<file path="src/rtl/arb_fifo_ctrl_pkg.sv">
// Shared constants, types and helpers for the round-robin arbiter feeding a 2-entry queue.
package arb_fifo_ctrl_pkg;

  localparam int N_REQ = 4;
  localparam int DEPTH = 2;
  localparam int PTR_W = 2;

  typedef logic [N_REQ-1:0]            req_vec_t;
  typedef logic [PTR_W-1:0]            rr_ptr_t;
  typedef logic [$clog2(DEPTH+1)-1:0]  cnt_t;

  localparam cnt_t FULL_CNT = cnt_t'(DEPTH);

  function automatic rr_ptr_t onehot_idx(input req_vec_t oh);
    rr_ptr_t idx;
    idx = '0;
    for (int i = 0; i < N_REQ; i++) begin
      if (oh[i]) idx = rr_ptr_t'(i);
    end
    return idx;
  endfunction

endpackage

</file>
<file path="src/rtl/arb_fifo_ctrl_if.sv">
// Request/grant and dequeue signals between the requesters, the consumer and arb_fifo_ctrl.
interface arb_fifo_ctrl_if
  import arb_fifo_ctrl_pkg::*;
  #(parameter int width = 8);

  req_vec_t         REQ;
  logic [width-1:0] REQ_DATA0;
  logic [width-1:0] REQ_DATA1;
  logic [width-1:0] REQ_DATA2;
  logic [width-1:0] REQ_DATA3;
  req_vec_t         GRANT;
  logic             RESET;
  req_vec_t         CONSUMED;
  logic             NOT_EMPTY;
  logic [width-1:0] DEQ_VALUE;
  logic             DEQ;
  cnt_t             COUNT;

  modport master (
    output REQ, REQ_DATA0, REQ_DATA1, REQ_DATA2, REQ_DATA3, RESET, DEQ,
    input  GRANT, CONSUMED, NOT_EMPTY, DEQ_VALUE, COUNT
  );

  modport slave (
    input  REQ, REQ_DATA0, REQ_DATA1, REQ_DATA2, REQ_DATA3, RESET, DEQ,
    output GRANT, CONSUMED, NOT_EMPTY, DEQ_VALUE, COUNT
  );

endinterface

</file>
<file path="src/rtl/rr_arb4.sv">
// Combinational 4-way round-robin picker: first eligible bit searching up from ptr, modulo 4.
// Latency: none; no backpressure of its own, the caller masks the result when there is no space.
module rr_arb4
  import arb_fifo_ctrl_pkg::*;
(
  input  req_vec_t elig,
  input  rr_ptr_t  ptr,
  output req_vec_t grant
);

  always_comb begin
    rr_ptr_t idx;
    logic    found;
    grant = '0;
    found = 1'b0;
    idx   = '0;
    // rr_ptr_t is exactly log2(N_REQ) bits, so the add wraps modulo N_REQ
    for (int i = 0; i < N_REQ; i++) begin
      idx = ptr + rr_ptr_t'(i);
      if (!found && elig[idx]) begin
        grant[idx] = 1'b1;
        found      = 1'b1;
      end
    end
  end

endmodule

</file>
<file path="src/rtl/arb_fifo_ctrl.sv">
// Round-robin arbiter granting one requester per cycle into a 2-entry in-order queue.
// Latency: granted entry visible at the head one cycle later; grants stall while full unless DEQ frees a slot.
module arb_fifo_ctrl
  import arb_fifo_ctrl_pkg::*;
  #(parameter int width = 8)
(
  input  logic            CLK,
  input  logic            RST_N,
  arb_fifo_ctrl_if.slave  bus
);

  cnt_t             count;
  logic             head;
  logic             tail;
  logic [width-1:0] slot0;
  logic [width-1:0] slot1;
  req_vec_t         consumed;
  rr_ptr_t          ptr;

  req_vec_t         elig;
  req_vec_t         rr_grant;
  req_vec_t         grant;
  rr_ptr_t          gidx;
  logic             space;
  logic             enq;
  logic             deq_fire;
  logic [width-1:0] enq_data;

  assign elig = bus.REQ & ~consumed;
  // DEQ at full implies non-empty, so the head slot is freed at this same edge
  assign space = (count != FULL_CNT) || bus.DEQ;

  rr_arb4 u_rr_arb4 (
    .elig  (elig),
    .ptr   (ptr),
    .grant (rr_grant)
  );

  assign grant    = (RST_N && space) ? rr_grant : '0;
  assign enq      = |grant;
  assign deq_fire = bus.DEQ && (count != '0);
  assign gidx     = onehot_idx(grant);

  always_comb begin
    enq_data = bus.REQ_DATA0;
    case (gidx)
      2'd1:    enq_data = bus.REQ_DATA1;
      2'd2:    enq_data = bus.REQ_DATA2;
      2'd3:    enq_data = bus.REQ_DATA3;
      default: enq_data = bus.REQ_DATA0;
    endcase
  end

  always_ff @(posedge CLK) begin
    if (!RST_N) begin
      count    <= '0;
      head     <= 1'b0;
      tail     <= 1'b0;
      consumed <= '0;
      ptr      <= '0;
    end else begin
      if (enq) begin
        tail <= ~tail;
        ptr  <= gidx + 1'b1;
      end
      if (deq_fire) head <= ~head;
      case ({enq, deq_fire})
        2'b10:   count <= count + 1'b1;
        2'b01:   count <= count - 1'b1;
        default: count <= count;
      endcase
      consumed <= bus.RESET ? '0 : (consumed | grant);
    end
  end

  // Payload slots carry no reset; they are only observed while count is non-zero
  always_ff @(posedge CLK) begin
    if (enq) begin
      if (tail) slot1 <= enq_data;
      else      slot0 <= enq_data;
    end
  end

  assign bus.GRANT     = grant;
  assign bus.CONSUMED  = consumed;
  assign bus.NOT_EMPTY = (count != '0);
  assign bus.DEQ_VALUE = head ? slot1 : slot0;
  assign bus.COUNT     = count;

endmodule

</file>
<file path="src/flat_wrapper.sv">
// flat-port wrapper written by rule: the top's interface ports become plain ports
module arb_fifo_ctrl_flat import arb_fifo_ctrl_pkg::*;
#(parameter int width = 8)
  (CLK, RST_N, bus_REQ, bus_REQ_DATA0, bus_REQ_DATA1, bus_REQ_DATA2, bus_REQ_DATA3, bus_RESET, bus_DEQ, bus_GRANT, bus_CONSUMED, bus_NOT_EMPTY, bus_DEQ_VALUE, bus_COUNT);
  arb_fifo_ctrl_if #(.width(width)) bus_i ();
  input  logic CLK;
  input  logic RST_N;
  input wire logic [$bits(bus_i.REQ)-1:0] bus_REQ;
  input wire logic [$bits(bus_i.REQ_DATA0)-1:0] bus_REQ_DATA0;
  input wire logic [$bits(bus_i.REQ_DATA1)-1:0] bus_REQ_DATA1;
  input wire logic [$bits(bus_i.REQ_DATA2)-1:0] bus_REQ_DATA2;
  input wire logic [$bits(bus_i.REQ_DATA3)-1:0] bus_REQ_DATA3;
  input wire logic [$bits(bus_i.RESET)-1:0] bus_RESET;
  input wire logic [$bits(bus_i.DEQ)-1:0] bus_DEQ;
  output wire logic [$bits(bus_i.GRANT)-1:0] bus_GRANT;
  output wire logic [$bits(bus_i.CONSUMED)-1:0] bus_CONSUMED;
  output wire logic [$bits(bus_i.NOT_EMPTY)-1:0] bus_NOT_EMPTY;
  output wire logic [$bits(bus_i.DEQ_VALUE)-1:0] bus_DEQ_VALUE;
  output wire logic [$bits(bus_i.COUNT)-1:0] bus_COUNT;
  assign bus_i.REQ = bus_REQ;
  assign bus_i.REQ_DATA0 = bus_REQ_DATA0;
  assign bus_i.REQ_DATA1 = bus_REQ_DATA1;
  assign bus_i.REQ_DATA2 = bus_REQ_DATA2;
  assign bus_i.REQ_DATA3 = bus_REQ_DATA3;
  assign bus_i.RESET = bus_RESET;
  assign bus_i.DEQ = bus_DEQ;
  assign bus_GRANT = bus_i.GRANT;
  assign bus_CONSUMED = bus_i.CONSUMED;
  assign bus_NOT_EMPTY = bus_i.NOT_EMPTY;
  assign bus_DEQ_VALUE = bus_i.DEQ_VALUE;
  assign bus_COUNT = bus_i.COUNT;
  arb_fifo_ctrl #(.width(width)) u_core (.CLK(CLK), .RST_N(RST_N), .bus(bus_i));
endmodule
</file>
<file path="config.mk">
export PLATFORM = sky130hd
export DESIGN_NAME = arb_fifo_ctrl_flat
export DESIGN_NICKNAME = d
export VERILOG_FILES = /design/src/rtl/arb_fifo_ctrl_pkg.sv /design/src/rtl/arb_fifo_ctrl_if.sv /design/src/rtl/rr_arb4.sv /design/src/rtl/arb_fifo_ctrl.sv /design/src/flat_wrapper.sv
export SDC_FILE = /design/constraint.sdc
export NUM_CORES = 1
export LEC_CHECK = 0
export ABC_CLOCK_PERIOD_IN_PS = 4900
export CAP_MARGIN = 20
export CORE_UTILIZATION = 45
export CTS_CLUSTER_DIAMETER = 60
export DETAILED_ROUTE_END_ITERATION = 12
export DONT_BUFFER_PORTS = 1
export PLACE_DENSITY = 0.7
export SYNTH_ARGS = -nofsm -noshare
export SYNTH_HDL_FRONTEND = slang
export SYNTH_SLANG_ARGS = --single-unit
</file>
<file path="constraint.sdc">
create_clock -name CLK -period 4.9 [get_ports CLK]
set_input_delay 1.225 -clock CLK [delete_from_list [all_inputs] [get_ports CLK]]
set_output_delay 1.225 -clock CLK [all_outputs]
set_load 0.01 [all_outputs]
</file>
# Word-level counts from Yosys, hierarchy flattened
# Index checks and enable logic that the tools add are counted.
word_totals:
  wordCells: 85
  out_inout_bits: 19
  reg_bits: 26
  inputBits: 40
classes:
  n_bitwise: 9
  add_sub_neg: 6
  n_eq_ne: 6
  magnitude_cmp: 8
  muxes: 30
  n_reduce_logical: 19
op_table:
  columns: ["cell", "n"]
  rows:
  - ["$pmux W8 S3", 1]
  - ["$mux W4", 5]
  - ["$or A4 B4 Y4", 4]
  - ["$lt A2 B3 Y1 const B", 4]
  - ["$mux W1", 12]
  - ["$logic_and A1 B1 Y1", 9]
  - ["$bmux W1 S2", 4]
  - ["$demux W1 S2", 4]
  - ["$ge A2 B1 Y1 const B", 4]
  - ["$mux W8", 1]
  - ["$add A2 B1 Y2 const B", 3]
  - ["$eq A2 B2 Y1 const B", 3]
  - ["$add A2 B2 Y2 const B", 2]
  - ["$and A4 B4 Y4", 1]
  - ["$eq A2 B1 Y1 const B", 2]
  - ["$mux W2", 2]
  - ["$not A4 Y4", 1]
  - ["$pmux W2 S2", 1]
  - ["$reduce_and A2 Y1", 2]
  - ["$reduce_bool A2 Y1", 2]
  - ["$reduce_or A4 Y1", 1]
  - ["$logic_not A1 Y1", 3]
  - ["$not A1 Y1", 3]
  - ["$ne A2 B2 Y1 const B", 1]
  - ["3 further kinds", 3]

# Depth between registers and ports, before layout
# Gate-level depths: netlist (run 1).
depth:
  word_depth: 20
  ltp_mapped: 13
  depth_no_buf: 12

# Modules after synthesis
# Synthesis (run 1) repeated with hierarchy kept, for this count alone.
unflattened:
  cells_unflattened: 163
  area_unflattened_um2: 1686.6
modules_own_cells:
  columns: ["mod", "n_inst", "area_each_um2", "cells_each"]
  rows:
  - ["arb_fifo_ctrl", 1, 1348.8, 127]
  - ["rr_arb4", 1, 337.8, 36]

# Worst setup path after synthesis (run 1)
# No wires, ideal clock.
synth_timing:
  path_type: "in2reg"
  startpoint: "in bus_REQ[0]"
  endpoint: "reg u_core.slot0[0], data pin"
  required_time_ns: 4.620
  setup_ns: 0.280
  slack_ns: 1.166
  t_arrival_ns: 3.454
  path_stages: 11
  n_path_buf: 1
  path_cell_list: "or4bb_1 nand4_1 nand3_1 a21oi_1 a211o_1 o21bai_1 inv_1 ha_1 clkbuf_1 a222oi_1 mux2i_1"
synth_between:
  elab_cells_between_ends: 33
  cone_classes: "eq/ne: 3; mux: 20; bitwise: 4; reduce/logical: 6"
synth_rtl:
  columns: ["element", "line", "rtl"]
  rows:
  - ["from (decl)", "flat_wrapper.sv:8", "input wire logic [$bits(bus_i.REQ)-1:0] bus_REQ;"]
  - ["$and A4 B4 Y4 (*)", "arb_fifo_ctrl.sv:29", "assign elig = bus.REQ & ~consumed;"]
  - ["$bmux W1 S2", "rr_arb4.sv:20", "if (!found && elig[idx]) begin"]
  - ["$mux W1 (not written as such)", "rr_arb4.sv:20", null]
  - ["$mux W1", "rr_arb4.sv:20", null]
  - ["$logic_not A1 Y1", "rr_arb4.sv:20", null]
  - ["$logic_and A1 B1 Y1", "rr_arb4.sv:20", null]
  - ["$mux W1", "rr_arb4.sv:20", null]
  - ["$logic_not A1 Y1", "rr_arb4.sv:20", null]
  - ["(+3 left out)", null, null]
  - ["$logic_and A1 B1 Y1", "rr_arb4.sv:20", null]
  - ["$mux W4 (*)", "rr_arb4.sv:20", null]
  - ["$mux W4 (*)", "arb_fifo_ctrl.sv:39", "assign grant = (RST_N && space) ? rr_grant : '0;"]
  - ["net bus_GRANT[3]", "flat_wrapper.sv:15", "output wire logic [$bits(bus_i.GRANT)-1:0] bus_GRANT;"]
  - ["$mux W2 (*)", "arb_fifo_ctrl_pkg.sv:18", "if (oh[i]) idx = rr_ptr_t'(i);"]
  - ["$eq A2 B2 Y1 or $eq A2 B1 Y1 (tied branches)", "arb_fifo_ctrl.sv:46", "case (gidx)"]
  - ["$pmux W8 S3 (*)", "arb_fifo_ctrl.sv:46", null]
  - ["net u_core.enq_data[0]", "arb_fifo_ctrl.sv:27", "logic [width-1:0] enq_data;"]
  - ["to (signal assigned)", "arb_fifo_ctrl.sv:80", "else slot0 <= enq_data;"]
  - ["to (decl)", "arb_fifo_ctrl.sv:15", "logic [width-1:0] slot0;"]
# The timed path passes the listed nets; every way through them passes the cells marked *. The select of a mux whose other input is x is not followed.
# A chain may end at the register's enable or synchronous reset.

# Worst setup path in the final report (run 1)
layout_timing:
  startpoint: "reg u_core.ptr[0]"
  endpoint: "out bus_GRANT[1]"
layout_between:
  elab_chain_cells: 13
  elab_cells_between_ends: 48
  cone_classes: "add/sub: 3; order compare: 8; mux: 24; bitwise: 3; reduce/logical: 10"
layout_lines:
  columns: ["element", "line", "rtl"]
  rows:
  - ["from (decl)", "arb_fifo_ctrl.sv:18", "rr_ptr_t ptr;"]
  - ["from (signal assigned)", "arb_fifo_ctrl.sv:64", "ptr <= gidx + 1'b1;"]
  - ["parallel branches: the longest is 11 deep, another holds $lt A2 B3 Y1", null, null]
  - ["$mux W4 (*)", "rr_arb4.sv:20", null]
  - ["$mux W4 (*)", "arb_fifo_ctrl.sv:39", null]
  - ["to (decl)", "flat_wrapper.sv:15", null]
# Mark *: on every way between the ends. The select of a mux whose other input is x is not followed.

==> metrics list, run 1 <==
- Between clock sinks in the finished design, the worst skew comes to about 0.0030 ns.
- Number of maximum-capacitance violations: 0
- STA puts the critical path data arrival time at about 3 ns.
* Register clock-pin slew on the reported worst setup and hold paths: approximately 0.080 ns
* Syn avg cell area: 10.5 µm²
- In this run the number of H-tree levels came out at 1.
* Final Setup Violations: 0
* Clock tree from TritonCTS: built
- Counting the buffers created by CTS gives 3.
- Global-route wire length before repair: between 5 and 6 mm
- Vias per Instance: 6.06
- Clock root buffer: clkbuf_8
* Maximum ir drop on the vdd rail: roughly 0.22 mV
- Pre-CTS setup slack: about 0.8 ns
* Detail-routed net length per standard cell: roughly 17 µm
- Data required time of the critical path: 3.67 ns
- Detailed-route wire length: between 3 and 4 mm
- Detailed-routing iteration count for the pre-antenna-repair pass: 5
* Sequential-to-total area share from yosys stat: around two fifths
- Number of cell rows: 22
- In the final layout, the share of cells above drive strength 1 is 11.4%.
- STA classifies the critical path startpoint as a flip-flop.
- The hold violation total from the final report is 0.
- Hold crit path type: reg2reg
- The cell count after synthesis came out at around 170.
* Final Wtd Congestion: between 0.9 and 1
- The clock period could shrink to ~4.2 ns.
* Final Util: between 40% and 50%
- Counting flops with a built-in enable in the synthesized netlist gives 16.
- Area inside the core boundary: 3690 µm²
* Number of filler instances in the final layout: about 350
- The largest total area in the synthesized netlist belongs to edfxtp_1.
- The count of buffers added on input and output ports is 0.
- The number of gates resized after CTS was 0.
- In this run the remaining antenna-violating nets after routing total 0.
* # diodes: 0
* Overall global routing resource usage: a little under a fifth
- Pin count of the biggest net entering global routing: 15
* Static power due to leakage: ~0.00075 µW
- Yosys mapped the design onto 42 distinct sky130hd cell types.
* Effective utilization at floorplan: a little under half
- Setup total negative slack on the finished layout was measured at 0 ns.
* Via count: ~1300
* Total congestion overflow after global routing: 0
- Unrepaired setup endpoints after global routing: false
- When the netlist entered floorplanning its net count stood at about 220.
* Peak fanout along the critical path: 12
* Path type of the worst setup path: reg2out
- STA classifies the critical path endpoint as a primary output.
- In the post-route analysis, the smallest setup slack over all paths is ~0.7 ns.
- The count of final max-slew check failures came to 0.
- Counting flops and latches in the post-synthesis netlist gives 26.
- Buffers inserted by post-CTS timing repair: 0
- Counting along the longest clock path gives a buffer depth of 2.
- Summed over its instances, the top area cell type makes up a little over a quarter of the synthesized netlist area.
- By count the netlist is led by inv_1 (18), edfxtp_1 (16), ha_1 (12).
* Number of top-level pins: around 60
* Area of the die: around 4100 µm²
* Number of global-route vias before repair: about 1200
- Iteration-0 DRC count of the detailed router: 55
- Area of the mapped netlist: about 1700 µm²
* Total clock sinks: 26
- The floorplan step set the die height to about 64 µm.
* Power Density: between 600 and 700 nW/µm²
- Clock latency on the worst-skew pair: roughly 0.27 ns
- For this design, the CTS-stage hold fixing added 0 buffers.
- Worst Hold Margin: around 0.5 ns
- Relative slew slack: about half
- Die width: 64.3 µm
- Final worst-path cycle share: 85.9%
* Area Overhead vs Synth: 4.94%
* Slew at the pin with the worst max-slew slack: around 0.74 ns
- Total Nets Final: 219
- Async SR Flop Fraction: 0%
* Outcome: complete, no violations
* Cell with the most instances after synthesis: inv_1
- Number of remaining DRC errors: 0
* Synthesis warning total: 0
- The number of antenna violations at the first check in global routing is 0.
* Ranking of synthesized cells by area: edfxtp_1 (27%), dfxtp_1 (11%), ha_1 (8.6%), mux2i_1 (6.3%), mux2_2 (5.2%)
* HPWL after detailed placement: about 2.9 mm
- Flip-flop cell with the highest count after synthesis: edfxtp_1
- Maximum clock rate: approximately 240 MHz
==> worst max-delay path, cell delays in order (launching register included) <==
cell	delay, ns
dfxtp_1	0.59
inv_1	0.21
ha_1	0.43
or4b_1	0.57
nand4_1	0.26
nor3_1	0.12
a311oi_2	0.38
inv_1	0.15
==> flip-flops by register name, summed over array words and instances, names as in the netlist <==
register and flops:
u_core.slot0 8, u_core.slot1 8, u_core.bus.CONSUMED 4, u_core.bus.COUNT 2
u_core.ptr 2, u_core.head 1, u_core.tail 1
==> layout by cell type (no fill, tap or decap), types with 6 or more instances in the layout <==
master	netlist	routed
nor3_1	6	6
ha_1	12	12
mux2_2	8	8
nand2b_1	6	6
inv_1	18	18
a222oi_1	8	8
edfxtp_1	16	16
nand2_1	9	9
dfxtp_1	10	10
mux2i_1	11	11
nor2_1	10	10
==> metal layers <==
metal	GRT usage [%]	wire, µm
met2	29.5	1790
met4	7.50	51
met1	23.3	1590
met5	0	0
met3	5.00	261
==> kinds of logic after synthesis <==
family / synth area share, %
AO/OA/AOI/OAI: 12.6
adder cells (fa/ha/maj): 8.59
XOR/XNOR: 1.50
multiplexers: 14.0
AND/OR/NAND/NOR: 19.2
buffers and inverters: 5.15
flip-flops: 38.9
==> where the power goes <==
| group | switching (µW) | internal (µW) |
|---|---|---|
| clock | 64.0 | 58.1 |
| combinational | 337 | 248 |
| sequential | 61.4 | 358 |
| total | 463 | 664 |
==> final timing paths <==
check	startpoint	to	slack, ns	depth (start not counted)
worst min register to register	u_core.tail	u_core.tail	0.49	1
worst max register to register	u_core.ptr[0]	u_core.slot0[5]	0.76	12
worst min-delay path	u_core.tail	u_core.tail	0.49	1
worst max-delay path	u_core.ptr[0]	bus_GRANT[1]	0.69	7
==> final cells by class <==
type,instances,area (µm²),share of cell area (%)
Sequential cell,26,681,37.1
Tap cell,48,60.1,3.27
Inverter,19,71.3,3.89
Multi-Input combinational cell,117,977,53.3
Clock buffer,4,45.0,2.46
==> per-stage QoR <==
stage	instances	area, µm²	power (µW)
2_1_floorplan	167	1750	890
3_3_place_gp	210	1790	982
3_5_place_dp	210	1790	1010
4_1_cts	214	1830	1130
5_1_grt	214	1830	1210
6_report	214	1830	1130
Power figures use the tool's default switching activity.
==> inputs of run 2 (changes only) <==
--- a/config.mk
+++ b/config.mk
@@ -10,8 +10,7 @@
 export CORE_UTILIZATION = 45
 export CTS_CLUSTER_DIAMETER = 60
 export DETAILED_ROUTE_END_ITERATION = 12
-export DONT_BUFFER_PORTS = 1
-export PLACE_DENSITY = 0.7
+export PLACE_DENSITY = 0.89
 export SYNTH_ARGS = -nofsm -noshare
 export SYNTH_HDL_FRONTEND = slang
 export SYNTH_SLANG_ARGS = --single-unit
==> run 2 against run 1 <==
Setup slack got worse by 0.60 ns. Clock-buffer cell count fell by 1. Clock skew rose by 0.0022 ns. Total power is 24% higher. Hold slack improved by 0.012 ns. Combinational power is 39% higher. First-iteration DRC count rose by 96%. Register-to-register slack worse by 0.17 ns. Via count rose by 18%. Maximum frequency decreased by 13%. Critical path depth increased by 1. Wire length rose by 13%. Critical endpoint unchanged.
==> metrics list, run 2 (synthesis results as in run 1) <==
- Slew at the pin with the worst max-slew slack: between 0.7 and 0.8 ns
* Share of power burned in registers: between 20 and 30%
- Cell internal power was estimated by the tool at 892 µW.
- Setup slack of the most critical reg-to-reg path: between 0.5 and 0.6 ns
* Clock latency on the worst-skew pair: approximately 0.27 ns
- The worst setup path is launched from a primary input.
- Dividing the detail-routed via count by the number of cells gives between 5 and 6.
* Number of endpoints with negative hold slack in the final report: 0
* Leading cell types in the layout, fill and taps excluded: clkdlybuf4s50_1 (58), inv_1 (18), edfxtp_1 (16)
* Pre-CTS setup slack: approximately 0.072 ns
- In this run switching power makes up 36.4% of total power.
* Total clock sinks: 26
- The worst register-to-register path begins at u_core.ptr[0].
- Dividing the detail-routed wire length by the instance count gives 14.9 µm.
- Of the total power, the clock network draws between 10% and 20%.
* Highest layer used for signal routing: met4
* Data required time of the critical path: approximately 3.7 ns
- Effective utilization at floorplan: a little under half
- Post-route minimum period: 4.81 ns
* Die width: between 60 and 70 µm
* Share of layout cells above drive strength 1: 13.9%
- Static power due to leakage: 0.00102 µW
- Peak fanout along the critical path: 6
- Detailed-routing iteration count for the pre-antenna-repair pass: 7
- Hold crit path type: reg2reg
- After detailed placement, the total cell area comes to between 2000 and 2500 µm².
- The tightest hold path in the finished design has a slack of 0.498 ns.
- Data arrival at the endpoint of the critical path: 3.59 ns
- Crit. End Element: primary output
- Buffers inserted during clock tree synthesis total 3.
- The first global-routing pass estimated 6.44 mm of wire.
- 59 I/O pins were placed.
- Final slew viol count: 0
- For the final database, setup skew stands at roughly 0.0052 ns.
* Number of antenna violations at the first check in global routing: 0
* Antenna viol nets, final: 0
- Critical register-to-register path endpoint: u_core.slot1[7]
- The run finished with clean final reports.
- Final Cell Area: between 2000 and 3000 µm²
- WHS Path Cells: 1
- Overall global routing resource usage: about a fifth
* Number of cell rows: 22
- Final worst-path cycle share: a little over nine tenths
- Number of global-route vias before repair: approximately 1400
- Buffer levels on the longest clock path: 2
- TritonCTS built the clock tree.
* Vertical die dimension: roughly 64 µm
- Met3 WL: between 200 and 250 µm
- Based on the critical path, the design can be clocked at up to a little over 200 MHz.
- Via count: ~1500
- The tree is rooted in a clkbuf_8.
- Relative contribution of combinational cells to total power: between 50% and 60%
- Hold worst-path end: u_core.tail
- Switching power of the nets: slightly above 500 µW
* Final Wtd Congestion: approximately 0.8
- The HPWL after detailed placement is ~3.2 mm.
- Pin count of the biggest net entering global routing: 16
- Power Density: around 560 nW/µm²
* Final Setup Violations: 0
- The worst hold path begins at u_core.tail.
* Relative slew slack: a little over half
- From synthesis to final layout, the design area changed by 43.7%.
* Maximum ir drop on the vdd rail: 0.356 mV
- The repair_antennas step left the layout with diodes totalling 0.
- Area inside the core boundary: around 3700 µm²
* Port Buf Inserts: just under 60
- The total overflow left after global routing is 0.
- Number of remaining DRC errors: 0
* Commonest non-fill, non-tap cell in the layout: clkdlybuf4s50_1
- Detailed-route wire length: approximately 4.2 mm
* Total Nets Final: 284
- Setup slack on the critical path of the routed design comes to about 0.089 ns.
* Path type of the worst setup path: in2out
- Number of maximum-capacitance violations: 0
- Clock-pin slew was measured on the worst setup and hold paths at roughly 0.09 ns.
- Area of the die: 4140 µm²
* Number of H-tree levels: 1
- Met2 routed WL: roughly 2 mm
* Worst Reg2Reg Path Length in Cells: 13
- Iteration-0 DRC count of the detailed router: roughly 110
* Routed metal-1 wire length: between 1.5 and 2 mm
==> run 2: area by class of cell <==
cell class / count / area, µm²
clock buffers: 3 / 41.3
clock inverters: 1 / 30.0
fillers: 269 / 1180
inverters: 19 / 71.3
multi-input cells: 117 / 995
flip-flops and latches: 26 / 681
well taps: 48 / 60.1
repair buffers: 65 / 633
==> run 2: critical path, stage by stage <==
cell	delay, ns
clkdlybuf4s50_1	0.52
or4bb_4	0.56
nand4_1	0.26
buf_4	0.17
nor3_1	0.06
a311oi_2	0.23
inv_1	0.07
clkdlybuf4s50_1	0.49
==> run 2: power by group through the flow <==
stage	logic (µW)	clock network, µW	registers (µW)
2_1_floorplan	490	0	399
3_3_place_gp	772	0	411
3_5_place_dp	785	0	416
4_1_cts	794	181	411
5_1_grt	876	188	421
6_report	813	178	411
==> run 2: worst max path at each step <==
stage	startpoint	endpoint	slack [ns]	cells past startpoint
CTS	bus_REQ[1]	bus_GRANT[2]	0.04	7
floorplan	bus_REQ[0]	u_core.slot0[0]	1.17	11
finish	bus_REQ[3]	bus_GRANT[1]	0.09	8
global route	bus_REQ[3]	bus_GRANT[1]	-0.007	8
detailed placement	bus_REQ[1]	bus_GRANT[2]	0.07	7
global placement	bus_REQ[1]	bus_GRANT[2]	0.12	7
==> run 2: metrics by stage <==
stage	util, %	std cells	setup TNS, ns	power [µW]
5_1_grt	68.1	279	-0.00728	1480
3_3_place_gp	65.5	274	0	1180
6_report	68.1	279	0	1400
2_1_floorplan	-	167	0	890
4_1_cts	67.4	278	0	1390
3_5_place_dp	65.5	274	0	1200
==> run 2: repair_timing <==
item	in CTS	in global routing
buffers inserted	0	1
endpoints found under the setup margin	0	2
hold buffers	0	0
resized for setup	0	5
==> run 2: metal layers <==
metal | up-vias | track usage [%]
li1 | 743 | -
met4 | 0 | 7.78
met2 | 61 | 32.6
met1 | 715 | 27.5
met5 | - | 0
met3 | 8 | 2.68
